===== config.mk =====
export PLATFORM = sky130hd
export DESIGN_NAME = munoc_response_link_arbiter
export DESIGN_NICKNAME = d
export VERILOG_FILES = /design/src/rtl/munoc_response_link_arbiter.sv
export SDC_FILE = /design/constraint.sdc
export NUM_CORES = 1
export LEC_CHECK = 0
export ABC_AREA = 0
export BUFFER_PORTS_ARGS = -buffer_cell sky130_fd_sc_hd__buf_2
export CORE_UTILIZATION = 47
export CTS_CLUSTER_DIAMETER = 40
export DETAILED_ROUTE_END_ITERATION = 8
export GPL_TIMING_DRIVEN = 1
export PLACE_DENSITY = 0.84
export SYNTH_ARGS = -nofsm -noshare
export SYNTH_HDL_FRONTEND = slang
export SYNTH_SLANG_ARGS = --single-unit

===== constraint.sdc =====
create_clock -name clk -period 4.8 [get_ports clk]
set_input_delay 0.24 -clock clk [delete_from_list [all_inputs] [get_ports clk]]
set_output_delay 0.24 -clock clk [all_outputs]
set_load 0.03 [all_outputs]

===== src/rtl/munoc_response_link_arbiter.sv =====
`default_nettype none
// +----------------------------------------------------------------------------+
// | munoc_response_link_arbiter: transaction-granular round-robin sharing of   |
// | one response link among NUM_REQ packetizers.   Rev 1.0                    |
// +----------------------------------------------------------------------------+
module munoc_response_link_arbiter #(
  parameter int NUM_REQ = 4,
  parameter int BW_FLIT = 8
) (
  input  logic                             clk,
  input  logic                             rst,
  input  logic [NUM_REQ*(BW_FLIT+3)-1:0]   req_link_list,
  output logic [NUM_REQ-1:0]               req_ready_list,
  output logic [BW_FLIT+2:0]               res_link,
  input  logic                             res_ready,
  input  logic                             res_hold,
  output logic [NUM_REQ-1:0]               grant_onehot,
  output logic                             locked
);

  localparam int              c_LW     = BW_FLIT + 3;
  localparam int              c_PW     = $clog2(NUM_REQ);
  localparam logic [c_PW-1:0] c_LAST   = c_PW'(NUM_REQ - 1);
  localparam logic [c_PW:0]   c_NUM    = (c_PW + 1)'(NUM_REQ);
  localparam logic [0:0]      c_IDLE   = 1'b0;
  localparam logic [0:0]      c_LOCKED = 1'b1;

  logic [0:0]      r_state;
  logic [c_PW-1:0] r_ptr;
  logic [c_PW-1:0] r_owner;
  logic [c_LW-1:0] r_out;

  logic [c_LW-1:0]    w_slot [NUM_REQ];
  logic [NUM_REQ-1:0] w_valid;
  logic [c_PW-1:0]    w_grant_idx;
  logic               w_grant_any;
  logic [c_PW:0]      w_sum;
  logic [c_LW-1:0]    w_sel;
  logic               w_load_en;
  logic               w_accept;
  logic [c_PW-1:0]    w_next_ptr;

  generate
    for (genvar k = 0; k < NUM_REQ; k++) begin : g_unpack
      assign w_slot[k]  = req_link_list[(k+1)*c_LW-1 -: c_LW];
      assign w_valid[k] = w_slot[k][c_LW-1];
    end
  endgenerate

  // Descending scan so the candidate closest to r_ptr is written last and wins.
  always_comb begin
    w_grant_idx = '0;
    w_grant_any = 1'b0;
    w_sum       = '0;
    if (r_state == c_LOCKED) begin
      w_grant_idx = r_owner;
      w_grant_any = 1'b1;
    end else begin
      for (int i = NUM_REQ - 1; i >= 0; i--) begin
        w_sum = {1'b0, r_ptr} + (c_PW + 1)'(i);
        if (w_sum >= c_NUM) w_sum = w_sum - c_NUM;
        if (w_valid[w_sum[c_PW-1:0]]) begin
          w_grant_idx = w_sum[c_PW-1:0];
          w_grant_any = 1'b1;
        end
      end
    end
  end

  assign w_sel      = w_slot[w_grant_idx];
  assign w_load_en  = ~r_out[c_LW-1] | res_ready;
  assign w_accept   = w_load_en & ~res_hold & ~rst & w_grant_any & w_sel[c_LW-1];
  assign w_next_ptr = (w_grant_idx == c_LAST) ? '0 : w_grant_idx + c_PW'(1);

  generate
    for (genvar k = 0; k < NUM_REQ; k++) begin : g_grant
      assign grant_onehot[k]   = w_grant_any & (w_grant_idx == c_PW'(k));
      assign req_ready_list[k] = w_accept & grant_onehot[k];
    end
  endgenerate

  always_ff @(posedge clk or posedge rst) begin
    if (rst) begin
      r_state <= c_IDLE;
      r_ptr   <= '0;
      r_owner <= '0;
      r_out   <= '0;
    end else begin
      if (w_accept) begin
        r_out <= {1'b1, w_sel[c_LW-2:0]};
      end else if (res_ready) begin
        r_out[c_LW-1] <= 1'b0;
      end
      if (w_accept) begin
        if (w_sel[c_LW-2]) begin
          r_state <= c_IDLE;
          r_ptr   <= w_next_ptr;
        end else begin
          r_state <= c_LOCKED;
          r_owner <= w_grant_idx;
        end
      end
    end
  end

  assign res_link = r_out;
  assign locked   = (r_state == c_LOCKED);

endmodule
`default_nettype wire


---- After elaboration in Yosys (flattened, before gate mapping) ----
Index checks and enable logic that the tools add are counted.
word-level totals
  bits in registers ....................... 16
  input port bits ......................... 48
  output and inout port bits .............. 20
operators by class
  add/subtract/negate cells ............... 8
  magnitude comparators ................... 9
  eq/ne operators ......................... 3
  muxes and demuxes ....................... 33
  bitwise gates (word level) .............. 18
  reductions and logical operators ........ 4
operator list
  cell                                                                           count
  2-bit 2-to-1 mux                                                               14
  11-bit binary-select mux with 2-bit select                                     1
  11-bit 2-to-1 mux                                                              2
  1-bit bitwise AND                                                              12
  3-bit >= comparator (second input constant)                                    4
  2-bit by 3-bit less-than comparator with 1-bit output (second input constant)  4
  1-bit 2-to-1 mux                                                               12
  1-bit binary-select mux with 2-bit select                                      4
  2-bit by 1-bit subtractor with 2-bit output (second input constant)            4
  2-bit by 2-bit adder with 3-bit output (second input constant)                 2
  2-bit equality test (second input constant)                                    2
  1-bit inverter                                                                 4
  2-bit AND reduction                                                            2
  2-bit by 1-bit adder with 3-bit output (second input constant)                 1
  2-bit by 3-bit >= comparator with 1-bit output (second input constant)         1
  2-bit inverter with 3-bit output                                               1
  2-bit by 1-bit adder with 2-bit output (second input constant)                 1
  2-bit by 1-bit equality test with 1-bit output (second input constant)         1
  2-bit zero test                                                                1
  2-bit nonzero test                                                             1
  1-bit bitwise OR                                                               1

---- Logic depth before layout (Yosys ltp) ----
Gate-level depths: netlist of the first run.
  depth in word-level cells ............... 17
  depth in mapped cells ................... 8
  depth with buffers taken out ............ 7

---- Worst setup path before layout of the first run ----
Ideal clock, no wire load.
  path kind ............................... reg2reg
  start point ............................. register r_state, in the netlist locked
  end point ............................... register r_owner[0]
  arrival time ............................ 2.451 ns
  data required time ...................... 4.675 ns
  slack ................................... 2.224 ns
  stages on the path, launching flop included .. 7
  path buffers ............................ 0
  clock period less this slack ............ 2.576 ns
  cell sequence ........................... dfrtp_1 -> o311ai_0 -> nand2b_2 -> mux2_4 -> o211ai_4 -> or4b_4 -> mux2_4
on the way
  cells in the longest elaborated chain, start to end .. 7
RTL lines
  what                                                        RTL line  text
  start: declaration                                          28        logic [0:0] r_state;
  start signal: assignment                                    84        r_state <= c_IDLE;
  start signal: assignment                                    96        r_state <= c_IDLE;
  start signal: assignment                                    99        r_state <= c_LOCKED;
  2-bit 2-to-1 mux                                            55        if (r_state == c_LOCKED) begin
  2-bit inverter with 3-bit output (implied by the code)      70        assign w_sel = w_slot[w_grant_idx];
  11-bit binary-select mux with 2-bit select                  70
  11-bit 2-to-1 mux (implied by the code) (2 in series)       70
  1-bit bitwise AND / 1-bit inverter (equally long branches)  --
  2-bit AND reduction (no line)                               --
  end signal: assignment                                      100       r_owner <= w_grant_idx;
  end: declaration                                            30        logic [c_PW-1:0] r_owner;
Parallel ways exist; a longest one is shown, timed or not. The select of a mux whose other input is x is not followed.
A chain may end at the register's enable or synchronous reset.

---- Final worst setup path of the first run ----
  start point ............................. register r_state, in the netlist locked
  end point ............................... register r_ptr[1]
on the way
  cells in the longest elaborated chain, start to end .. 7
RTL lines
  what                                                    RTL line  text
  2-bit 2-to-1 mux                                        55
  2-bit inverter with 3-bit output (implied by the code)  70
  11-bit binary-select mux with 2-bit select              70
  11-bit 2-to-1 mux (implied by the code) (2 in series)   70
  1-bit bitwise AND                                       72        assign w_accept = w_load_en & ~res_hold & ~rst & w_grant_any & w_sel[c_LW-1];
  2-bit AND reduction (no line)                           --
  end signal: assignment                                  97        r_ptr <= w_next_ptr;
  end: declaration                                        29        logic [c_PW-1:0] r_ptr;
Parallel ways exist; a longest one is shown, timed or not. The select of a mux whose other input is x is not followed.

==> results of run 1 <==
==> per-stage QoR <==
step	hold WS, ns	instance area, sq um
after floorplan	0.154	1220
final	0.0235	1600
after detailed placement	0.343	1580
after global placement	0.341	1580
after CTS	0.0419	1600
after global routing	0.0654	1600
==> final timing paths <==
check / end / slack, ns / cells after the start
setup / recovery: r_ptr[1] / 2.00 / 6
hold / removal: res_link[10] / 0.02 / 2
setup reg to reg: r_ptr[1] / 2.00 / 6
hold reg to reg: res_link[9] / 0.49 / 1
max in group asynchronous: res_link[9] / 4.39 / 2
min in group clk: res_link[10] / 0.24 / 3
==> cell type report <==
class                   instances  area [sq um]
well taps                      30          37.5
multi-input cells             105           790
clock buffers                   3          22.5
fillers                       233           877
flip-flops and latches         16           400
inverters                       2          7.51
repair buffers                 68           343
==> logic make-up (layout without fill, tap and decap cells) <==
kind of cell	Yosys count	count (layout)	share of synthesized area [%]
and+or+nand+nor	47	47	20.1
muxes	32	32	28.6
AOI/OAI and AO/OA	26	26	15.7
DFF	16	16	32.8
buffers and inverters	8	73	2.97
==> flip-flops by register name, summed over array words and instances, names as in the netlist <==
| name | count |
|---|---|
| r_ptr | 2 |
| res_link | 11 |
| r_owner | 2 |
| locked | 1 |
==> routing by layer <==
metal / global-route usage [%] / up-vias / share of wire, %
met5: 0 / - / 0
met4: 9.65 / 0 / 1.8
met3: 2.30 / 6 / 7.9
met2: 38.2 / 73 / 46
met1: 26.0 / 507 / 45
li1: - / 595 / -
==> report_power, final <==
group	total, mW	internal [mW]	switching, mW
Clock	0.0660	0.0290	0.0370
Sequential	0.244	0.197	0.0473
Combinational	0.721	0.294	0.427
==> placed cells by master (no fill, tap or decap), types with 3 or more instances in the layout <==
| master | Yosys | layout |
|---|---|---|
| nand2_1 | 17 | 17 |
| nor3_1 | 3 | 3 |
| nor2_1 | 7 | 7 |
| mux2_4 | 3 | 3 |
| o21ai_0 | 11 | 11 |
| nand2b_1 | 5 | 5 |
| dfrtp_1 | 16 | 16 |
| nor2b_1 | 4 | 4 |
| mux2i_1 | 18 | 18 |
| clkbuf_4 | 0 | 3 |
| a21o_1 | 3 | 3 |
| buf_2 | 2 | 67 |
| a21oi_1 | 4 | 4 |
| mux2_2 | 11 | 11 |
==> results.tsv, run 1 <==
stage	metric	value	unit
die	num_rows	18	
final_layout	utilization	64.6	%
flow_run	cap_viol_max_count	0	
sta	finalCritPeriodShare	58.4	%
yosys	ys_top_cells_by_count	18 x mux2i_1, 17 x nand2_1, 16 x dfrtp_1	
yosys	synth_ff_type	dfrtp_1	
drt	wl_per_cell	12.9	microns
sta	hold_violations	0	
yosys	syn-cell-area	1220	sq um
drt	first_pass_iters	4	
sta	setup_viol	0	
die	die_area	2810	sq um
placement	gp_congestion	0.911	
die	coreArea	2480	sq um
grt	grt_pass1_wl	4.42	mm
clock_network	clock_latency	0.27	ns
final_layout	final_nets	244	
min_path	hold_class	in -> async	
setup_path	critPathLaunch	locked	
yosys	seq_area_frac_synth	32.8	%
setup_path	critical_path.slowest_cell	o311ai_0	
die	io_pins	68	
die	die_h	53	microns
clock_network	cts.htree.levels	1	
setup_path	path_cells	o311ai_0, and2b_1, nand2_1, a21o_1, a21oi_1, mux2_2	
grt	track_usage	21.6	%
yosys	synth.area.top_cells	dfrtp_1 33%, mux2i_1 15%, mux2_2 10%	
setup_path	crit_family	compound AO/OA/AOI/OAI gates	
clock_network	cts_tree	yes	
drt	post-route-drc-count	0	
drt	drtAntennaViolNets	0	
yosys	synth_most_common_cell	mux2i_1	
sta	rsz0062_at_grt	false	
yosys	ys_seq_elements	16	
sta	fmax	357	MHz
clock_network	cts.repair.resized	0	
yosys	syn-num-nets	177	
yosys	yosysTopAreaCellShare	32.8	%
setup_path	worstPathArrival	2.96	ns
placement	place_inst	221	
drt	vias	1181	
power_and_ir_drop	total_power	1.03	mW
sta	finalCriticalPeriod	2.80	ns
final_layout	n_antenna_cell	0	
sta	worstMarginPinSlew	0.659	ns
setup_path	crit_path_start_kind	register	
sta	worst_slack	2.00	ns
yosys	synth_warnings	0	
sta	fin_worst_skew	0.00734	ns
setup_path	r2r_start	locked	
clock_network	cts.clk_slew.worst_paths	0.09	ns
final_layout	syn_to_final_growth	30.9	%
clock_network	cts.sinks	16	
setup_path	end_kind	register	
yosys	netlist_instances	129	
final_layout	drive_gt1_share	46.9	%
setup_path	required	4.96	ns
power_and_ir_drop	p_leak	0.873	nW
grt	antenna_found_initial	0	
power_and_ir_drop	vdd_drop_max	0.403	mV
grt	overflow	0	
clock_network	cts_buffers	3	
clock_network	postCtsHoldBufs	0	
sta	setup_tns	0	ns
grt	grt_pass1_vias	1075	
clock_network	root_buffer	clkbuf_4	
yosys	syn_avg_cell_area	9.48	sq um
clock_network	post_cts_buffers	0	
sta	slew_headroom	55.7	%
setup_path	cp_num_buf_inv	0	
die	die_x	53	microns
placement	hpwl	2.30	mm
yosys	yosys.area.top_type	dfrtp_1	
yosys	synth.distinct_cells	33	
drt	wirelength	2.89	mm
drt	vias_per_cell	5.27	
sta	final-max-slew-violation-count	0	
final_layout	stdcell_count	224	
placement	port_buffers	67	
run_status	outcome	completed	
placement	dp_slack	2.00	ns
setup_path	crit_type	reg -> reg	
yosys	async_reset_ff_share	100	%
drt	drt_iter0_drc	19	
setup_path	cp_max_fo	16	
grt	grt_max_degree	24	
clock_network	cts_buffer_depth	2	
power_and_ir_drop	power_density	644	nW/um^2
yosys	synth_edf_count	0	
die	initial_utilization	49.3	%
setup_path	cpPeakStageDelay	0.62	ns
No activity file was read; power rests on OpenSTA's default activity.
==> inputs of run 2 (changes only) <==
Settings changed: ABC_AREA 0 to 1, CORE_UTILIZATION 47 to 42, PLACE_DENSITY 0.84 to 0.76.
Clock period 4.8 ns to 2.47 ns, I/O delays scaled along.
==> results.tsv, run 2 <==
stage	metric	value	unit
sta	fin_worst_skew	0.00184	ns
die	die_x	61.1	microns
power_and_ir_drop	total_power	3.64	mW
placement	gp_congestion	0.871	
clock_network	cts.htree.levels	1	
clock_network	cts_buffer_depth	2	
yosys	syn-num-nets	306	
final_layout	syn_to_final_growth	49.8	%
power_and_ir_drop	power_frac_clock	3.7	%
setup_path	r2r_slack	0.12	ns
setup_path	crit_type	reg -> out	
power_and_ir_drop	p_leak	1.34	nW
yosys	syn-cell-area	1470	sq um
sta	finalCriticalPeriod	2.51	ns
yosys	synth_ff_type	dfrtp_1	
setup_path	cp_max_fo	8	
clock_network	root_buffer	clkbuf_4	
power_and_ir_drop	power_report.internal_total	1.50	mW
yosys	ys_top_cells_by_count	158 x nand2_1, 25 x nand3_1, 16 x dfrtp_1	
sta	slew_headroom	71.3	%
sta	fin_hold_ws	0.0278	ns
yosys	netlist_instances	258	
die	die_h	61.1	microns
clock_network	clock_latency	0.28	ns
setup_path	required	2.35	ns
power_and_ir_drop	p_comb_share	83.3	%
clock_network	cts.sinks	16	
sta	rsz0062_at_grt	true	
yosys	syn_avg_cell_area	5.69	sq um
run_status	outcome	finished, violations left	
clock_network	cts.clk_slew.worst_paths	0.09	ns
clock_network	cts_tree	yes	
sta	finalCritPeriodShare	102	%
yosys	synth_most_common_cell	nand2_1	
die	num_rows	21	
die	io_pins	68	
final_layout	final_cell_mix	139 x nand2_1, 62 x buf_2, 24 x buf_4	
power_and_ir_drop	power_density	1650	nW/um^2
grt	grt_max_degree	23	
drt	vias_per_cell	4.95	
drt	post-route-drc-count	0	
power_and_ir_drop	switching_power	2.13	mW
setup_path	crit_path_start_kind	register	
grt	track_usage	21.9	%
placement	port_buffers	67	
final_layout	fillers	325	
final_layout	largest_reg_flops	11	
yosys	synth.distinct_cells	21	
final_layout	final_nets	392	
yosys	async_reset_ff_share	100	%
sta	fmax	398	MHz
sta	setup_viol	2	
sta	setup_tns	-0.0757	ns
grt	grt_pass1_wl	6.29	mm
yosys	synth_warnings	0	
setup_path	worstPathArrival	2.39	ns
drt	first_pass_iters	4	
min_path	hold_class	in -> reg	
sta	hold_violations	0	
run_status	violations	negative setup slack	
setup_path	end_kind	primary output	
sta	final-max-slew-violation-count	0	
drt	vias	1919	
grt	grt_pass1_vias	1555	
yosys	yosysTopAreaCellShare	40.4	%
sta	worstMarginPinSlew	0.427	ns
flow_run	cap_viol_max_count	0	
yosys	yosys.area.top_type	nand2_1	
power_and_ir_drop	seqPwrFrac	13.0	%
yosys	synth_edf_count	0	
drt	wl_per_cell	11.8	microns
die	initial_utilization	44.0	%
drt	drtAntennaViolNets	0	
clock_network	cts_buffers	3	
drt	routed-wl-met2	2.32	mm
grt	overflow	0	
drt	top_layer	met4	
yosys	ys_seq_elements	16	
final_layout	drive_gt1_share	40.4	%
drt	wl_met1	1.88	mm
yosys	seq_area_frac_synth	27.3	%
sta	worst_slack	-0.0400	ns
drt	wirelength	4.56	mm
drt	wl_met3	292	microns
grt	antenna_found_initial	0	
final_layout	final_common_cell	nand2_1	
die	coreArea	3340	sq um
power_and_ir_drop	netSwitchingFraction	58.7	%
placement	hpwl	3.15	mm
yosys	synth.area.top_cells	nand2_1 40%, dfrtp_1 27%, nand3_1 8.5%	
power_and_ir_drop	vdd_drop_max	0.729	mV
final_layout	n_antenna_cell	0	
drt	drt_iter0_drc	96	
die	die_area	3740	sq um
==> run 2: changes by cell type in the layout (fill, tap and decap cells not counted), moves of 10 or more <==
cell	delta
mux2_2	-11
nand2_2	+13
nand2_4	+13
nand3_1	+23
inv_1	+12
mux2i_1	-18
o21ai_0	-10
buf_4	+23
nand2_1	+122
==> run 2: cell type report <==
| type | instances | area (sq um) | area share [%] |
|---|---|---|---|
| multi-input cells | 211 | 1080 | 49.1 |
| repair buffers | 91 | 546 | 24.8 |
| flip-flops and latches | 16 | 403 | 18.3 |
| inverters | 21 | 91.3 | 4.15 |
| well taps | 46 | 57.6 | 2.62 |
| clock buffers | 3 | 22.5 | 1.02 |
==> run 2: logic make-up (layout without fill, tap and decap cells) <==
logic type	count (synthesis)	count (layout)	share of synthesized area (%)
DFF	16	16	27.3
buffers and inverters	31	115	10.2
AOI/OAI and AO/OA	4	4	1.45
and+or+nand+nor	207	207	61.1
==> run 2: routing by layer <==
| metal | GRT usage (%) | up-vias |
|---|---|---|
| met2 | 38.7 | 96 |
| met5 | 0 | - |
| met3 | 2.94 | 8 |
| met1 | 29.1 | 854 |
| met4 | 3.25 | 0 |
| li1 | - | 961 |
==> run 2: power groups by stage <==
stage	sequential, mW	clock (mW)	combinational (mW)
2_1_floorplan	0.612	0	1.77
3_3_place_gp	0.463	0	2.44
3_5_place_dp	0.463	0	2.46
4_1_cts	0.463	0.135	2.48
5_1_grt	0.489	0.143	3.35
6_report	0.473	0.133	3.03
==> run 2: final timing paths <==
path                                      to   startpoint  cells after the start
setup / recovery           req_ready_list[0]     r_ptr[0]                     15
hold / removal                  res_link[10]    res_ready                      2
setup reg to reg                    r_ptr[0]     r_ptr[0]                     17
hold reg to reg                  res_link[7]  res_link[7]                      2
max in group asynchronous           r_ptr[0]          rst                      4
min in group asynchronous        res_link[5]          rst                      4
==> run 2: repair_timing <==
item	in CTS	in global routing
pin swaps	0	16
gates resized for setup	5	54
endpoints found under the hold margin	16	0
setup buffers	0	15
setup endpoints to repair	4	10
hold buffers	1	0
==> run 2: critical path, stage by stage (launching register included) <==
cell and delay (ns):
dfrtp_2 0.47, clkinv_4 0.16, nand2_4 0.12, nand3_1 0.11
nand2_2 0.15, inv_1 0.07, nand2_1 0.09, nand2_2 0.07
nand3_4 0.09, nand3_1 0.08, nand2_1 0.09, nand2_2 0.07
nand2_4 0.10, nand2_8 0.07, nor3_4 0.21, buf_6 0.16
==> run 2: metrics by stage <==
step | setup WS [ns] | util [%] | cell area, sq um | std cells
after floorplan | 0.205 | - | 1470 | 258
after global placement | 0.0801 | 55.6 | 1860 | 369
after detailed placement | 0.0381 | 55.6 | 1860 | 369
after CTS | 0.00252 | 57.0 | 1900 | 373
after global routing | -0.163 | 66.0 | 2200 | 388
final | -0.0400 | 66.0 | 2200 | 388
